--- config.mk ---
export PLATFORM = sky130hd
export DESIGN_NAME = sd_cmd_resp_receiver
export DESIGN_NICKNAME = d
export VERILOG_FILES = /design/src/rtl/sd_cmd_resp_receiver.sv
export SDC_FILE = /design/constraint.sdc
export NUM_CORES = 1
export LEC_CHECK = 0
export CAP_MARGIN = 40
export CORE_ASPECT_RATIO = 0.9
export CORE_UTILIZATION = 51
export CTS_CLUSTER_SIZE = 12
export DETAILED_ROUTE_END_ITERATION = 8
export MAX_ROUTING_LAYER = met4
export PLACE_DENSITY_LB_ADDON = 0.05
export SLEW_MARGIN = 25
export SYNTH_ARGS = -nofsm -noshare
export SYNTH_HDL_FRONTEND = slang
export SYNTH_SLANG_ARGS = --single-unit
--- constraint.sdc ---
create_clock -name AXI_CLOCK -period 6.89 [get_ports AXI_CLOCK]
set_clock_uncertainty 0.1 [all_clocks]
set_input_delay 1.378 -clock AXI_CLOCK [delete_from_list [all_inputs] [get_ports AXI_CLOCK]]
set_output_delay 1.378 -clock AXI_CLOCK [all_outputs]
set_load 0.03 [all_outputs]
--- src/rtl/sd_cmd_resp_receiver.sv ---
// SD/eMMC CMD-line response receiver: frames 48/136-bit responses sampled on sd_clk
// rising edges detected in the AXI_CLOCK domain, and checks CRC7 and end bit.
module sd_cmd_resp_receiver #(
  parameter int NCR_MAX = 64,
  parameter int TO_W    = 8
) (
  input  logic         AXI_CLOCK,
  input  logic         AXI_RST,
  input  logic         sd_clk,
  input  logic         cmd_i,
  input  logic         arm,
  input  logic         long_resp,
  input  logic         crc_en,
  output logic         busy,
  output logic         done,
  output logic [127:0] resp,
  output logic [5:0]   resp_index,
  output logic         crc_err,
  output logic         frame_err,
  output logic         timeout_err
);

  typedef enum logic [2:0] {IDLE, WAIT_START, RECV, CHECK, DONE} state_t;

  state_t          state;
  logic            sd_clk_q;
  logic            long_q;
  logic            crc_en_q;
  logic [TO_W-1:0] to_cnt;
  logic [7:0]      bit_cnt;
  logic [6:0]      crc_reg;
  logic [6:0]      rx_crc;
  logic            end_bit;
  logic            rise;

  assign rise = sd_clk & ~sd_clk_q;

  // Serial CRC7, polynomial x^7 + x^3 + 1, MSB-first
  function automatic logic [6:0] crc7_step(input logic [6:0] c, input logic b);
    logic fb;
    fb = c[6] ^ b;
    return {c[5:0], 1'b0} ^ (fb ? 7'h09 : 7'h00);
  endfunction

  always_ff @(posedge AXI_CLOCK or posedge AXI_RST) begin
    if (AXI_RST) begin
      state       <= IDLE;
      sd_clk_q    <= 1'b0;
      long_q      <= 1'b0;
      crc_en_q    <= 1'b0;
      to_cnt      <= '0;
      bit_cnt     <= '0;
      crc_reg     <= '0;
      rx_crc      <= '0;
      end_bit     <= 1'b0;
      busy        <= 1'b0;
      done        <= 1'b0;
      resp        <= '0;
      resp_index  <= '0;
      crc_err     <= 1'b0;
      frame_err   <= 1'b0;
      timeout_err <= 1'b0;
    end else begin
      sd_clk_q <= sd_clk;
      done     <= 1'b0;
      case (state)
        IDLE: begin
          if (arm) begin
            long_q      <= long_resp;
            crc_en_q    <= crc_en;
            crc_err     <= 1'b0;
            frame_err   <= 1'b0;
            timeout_err <= 1'b0;
            to_cnt      <= '0;
            bit_cnt     <= '0;
            busy        <= 1'b1;
            state       <= WAIT_START;
          end
        end

        WAIT_START: begin
          if (rise) begin
            if (!cmd_i) begin
              crc_reg <= crc7_step(7'd0, 1'b0);
              bit_cnt <= 8'd1;
              state   <= RECV;
            end else begin
              to_cnt <= to_cnt + TO_W'(1);
              if (to_cnt == TO_W'(NCR_MAX - 1)) begin
                timeout_err <= 1'b1;
                busy        <= 1'b0;
                done        <= 1'b1;
                state       <= DONE;
              end
            end
          end
        end

        RECV: begin
          if (rise) begin
            bit_cnt <= bit_cnt + 8'd1;
            if (long_q) begin
              // R2: header is skipped, CRC restarts on the first payload bit
              resp_index <= 6'h3F;
              if (bit_cnt >= 8'd8)
                resp <= {resp[126:0], cmd_i};
              if (bit_cnt == 8'd8)
                crc_reg <= crc7_step(7'd0, cmd_i);
              else if (bit_cnt > 8'd8 && bit_cnt <= 8'd127)
                crc_reg <= crc7_step(crc_reg, cmd_i);
              if (bit_cnt >= 8'd128 && bit_cnt <= 8'd134)
                rx_crc <= {rx_crc[5:0], cmd_i};
              if (bit_cnt == 8'd135) begin
                end_bit <= cmd_i;
                state   <= CHECK;
              end
            end else begin
              resp[127:32] <= '0;
              if (bit_cnt <= 8'd39)
                crc_reg <= crc7_step(crc_reg, cmd_i);
              if (bit_cnt >= 8'd2 && bit_cnt <= 8'd7)
                resp_index <= {resp_index[4:0], cmd_i};
              if (bit_cnt >= 8'd8 && bit_cnt <= 8'd39)
                resp[31:0] <= {resp[30:0], cmd_i};
              if (bit_cnt >= 8'd40 && bit_cnt <= 8'd46)
                rx_crc <= {rx_crc[5:0], cmd_i};
              if (bit_cnt == 8'd47) begin
                end_bit <= cmd_i;
                state   <= CHECK;
              end
            end
          end
        end

        CHECK: begin
          crc_err   <= crc_en_q && (crc_reg != rx_crc);
          frame_err <= ~end_bit;
          done      <= 1'b1;
          busy      <= 1'b0;
          state     <= DONE;
        end

        DONE: state <= IDLE;

        default: state <= IDLE;
      endcase
    end
  end

endmodule

==> results.ini <==
[timing]
rsz0062_at_grt=no
hold_viol=0
fin_crit_ns=3.360
drv_slew=0
worst_pin_slew_ns=0.8118
setup-violations-final=0
worst_slack_ns=3.530
fin_setup_tns_ns=0
max_freq_ghz=0.2976
relSlewSlack=0.4448
post-route-period-util=0.4876

[die]
die_h_um=113.5
row_count=40
die_area_sq_um=14290
start_util=0.5253
ios=146
core_sq_um=13410
die_w_um=125.9

[critical_path]
crit_path_top_delay_cell=clkdlybuf4s50_1
cp-start-kind=primary input
crit_path_max_fanout=17
cpPeakStageDelay_ns=0.77
cp_num_buf_inv=1
crit_chain=clkdlybuf4s50_1, o21ai_0, nand3_1, or4_1, a21oi_1
path_class=primary input to flip-flop
worstPathRequired_ns=7.13
arrival_ns=3.60
endpoint_kind=flip-flop
cp_top_family=simple AND/OR/NAND/NOR gates

[cts]
h-tree-depth=4
numCtsBuffers=17
cts_tree=done
ctsHoldBuffers=0
ctsResizeCount=0
clk_pin_slew_ns=0.06
cts.sinks=176
insertion_delay_ns=0.42
cts_buffer_depth=2
post-cts-setup-buffer-count=0
root_buffer=clkbuf_16

[placement]
preCtsSetupSlack_ns=3.122
hpwl_mm=9.813
portBuffers=145
finalWeightedCongestion=0.8567

[global_route]
grt_overflow=0
grt_use_met1=0.3137
grtUsageTotal=0.2275
antenna_found_initial=0
grt_pass1_vias=4696
grt_busiest_layer=met2
grt.met2_usage=0.3433
grt_pass1_wl_mm=24.70
grt_max_degree=67
grtUsageMet3=0.04409

[synth]
synth_area_per_cell_sq_um=13.32
ys_ff_latch=176
synth_area_sq_um=7046
async_flop_share=1.000
ys_seq_area_frac=0.6251
synth-edff-count=0
ys.flop_type=dfrtp_1
synth_cell_types=57
yosysWarnings=0
synth_nets=539
postSynthCellCount=529

[route]
firstDrtPassIters=4
routedWlPerCell_um=17.72
routed_wl_mm=14.99
viasPerCell=5.819
ant_nets=0
drt-initial-drc-count=341
drc=0
vias=4923

[hold_path]
hp-class=flip-flop to flip-flop

[final_layout]
diodes=0
largest_reg_flops=128
top_register=resp
nets=675
area_growth_pct=32.02
post-route-util=0.6935
reg_top3=resp: 128 flops, bit_cnt: 8 flops, to_cnt: 8 flops
drive_gt1_frac=0.1357

[status]
status=finished clean

[power]
power.density_nw_per_um2=278.8
ir_worst_vdd_mv=0.2600
p_leak_nw=4.201

[run]
timing.max_cap.violations=0

placed cells by master (no fill, tap or decap), types with 3 or more instances in the layout:
cell type and count:
mux2_2 41, a22o_1 102, a31oi_1 4, and3_1 4
clkdlybuf4s50_1 145, inv_6 4, clkinvlp_4 3, o22a_1 6
ha_1 3, nand3_1 10, o31ai_1 3, bufinv_16 3
nor2_1 23, xor2_1 6, nand4_1 4, nor4_1 3
clkbuf_16 17, inv_1 6, o21ai_0 18, dfrtp_1 176
xnor2_1 9, a21oi_1 10, nand2b_1 4, nand2_1 18
buf_4 3, clkinv_2 3
path summary, 6_finish.rpt:
| check | start | endpoint | slack, ns | depth (start not counted) |
|---|---|---|---|---|
| worst max-delay path | cmd_i | bit_cnt[7] | 3.53 | 5 |
| worst min-delay path | resp[127] | resp[127] | 0.40 | 1 |
| worst max register to register | state[2] | resp[100] | 4.36 | 6 |
| worst min register to register | resp[127] | resp[127] | 0.40 | 1 |
| max in group asynchronous | AXI_RST | resp[12] | 4.51 | 4 |
| min in group asynchronous | AXI_RST | rx_crc[2] | 1.25 | 2 |
power breakdown:
group | leakage (nW) | switching (W) | internal [W]
clock | 0.293 | 0.000394 | 0.000591
sequential | 2.43 | 0.0000900 | 0.00110
combinational | 1.48 | 0.000250 | 0.000172
cells in the mapped netlist (all sizes together), types with 6 or more instances:
cell type / n / area (sq um)
a22o: 102 / 893.4
xor2: 6 / 52.55
clkbuf: 13 / 48.80
mux2: 42 / 473.0
a21oi: 10 / 50.05
dfrtp: 176 / 4404
nand2: 20 / 77.58
nor2: 25 / 103.9
xnor2: 9 / 78.83
buf: 22 / 108.9
o22a: 6 / 52.55
inv: 7 / 26.28
o21ai: 19 / 95.09
nand3: 10 / 50.05
kinds of logic (layout without fill, tap and decap cells):
| logic type | after synthesis | after routing | share of synthesized area |
|---|---|---|---|
| AOI/OAI and AO/OA | 156 | 156 | 0.1771 |
| xor gates and xnor gates | 15 | 15 | 0.01865 |
| adders and majority gates | 3 | 3 | 0.005328 |
| buffers and inverters | 42 | 191 | 0.02611 |
| DFF | 176 | 176 | 0.6251 |
| muxes | 43 | 43 | 0.06855 |
| and+or+nand+nor | 94 | 94 | 0.07921 |
final cells by class:
| class | count | area, sq um |
|---|---|---|
| Clock buffer | 20 | 456.7 |
| Tap cell | 168 | 210.2 |
| Sequential cell | 176 | 4404 |
| Timing Repair Buffer | 152 | 1569 |
| Multi-Input combinational cell | 311 | 2476 |
| Clock inverter | 12 | 153.9 |
| Fill cell | 947 | 4111 |
| Inverter | 7 | 31.28 |
per-stage QoR:
stage	area [sq um]	cells	hold slack [ns]	power, W
6_report	9301	846	0.4039	0.002594
5_1_grt	9301	846	0.4264	0.002709
4_1_cts	9246	844	0.4044	0.002617
3_5_place_dp	8636	812	0.3899	0.001622
3_3_place_gp	8596	810	0.3874	0.001610
2_1_floorplan	7046	529	0.3453	0.001488
layer usage:
metal / routed length (um) / share of wire
met3: 638 / 0.043
met5: 0 / 0
met2: 7235 / 0.48
met1: 6975 / 0.47
met4: 143 / 0.0095
No activity file was read; power rests on OpenSTA's default activity.
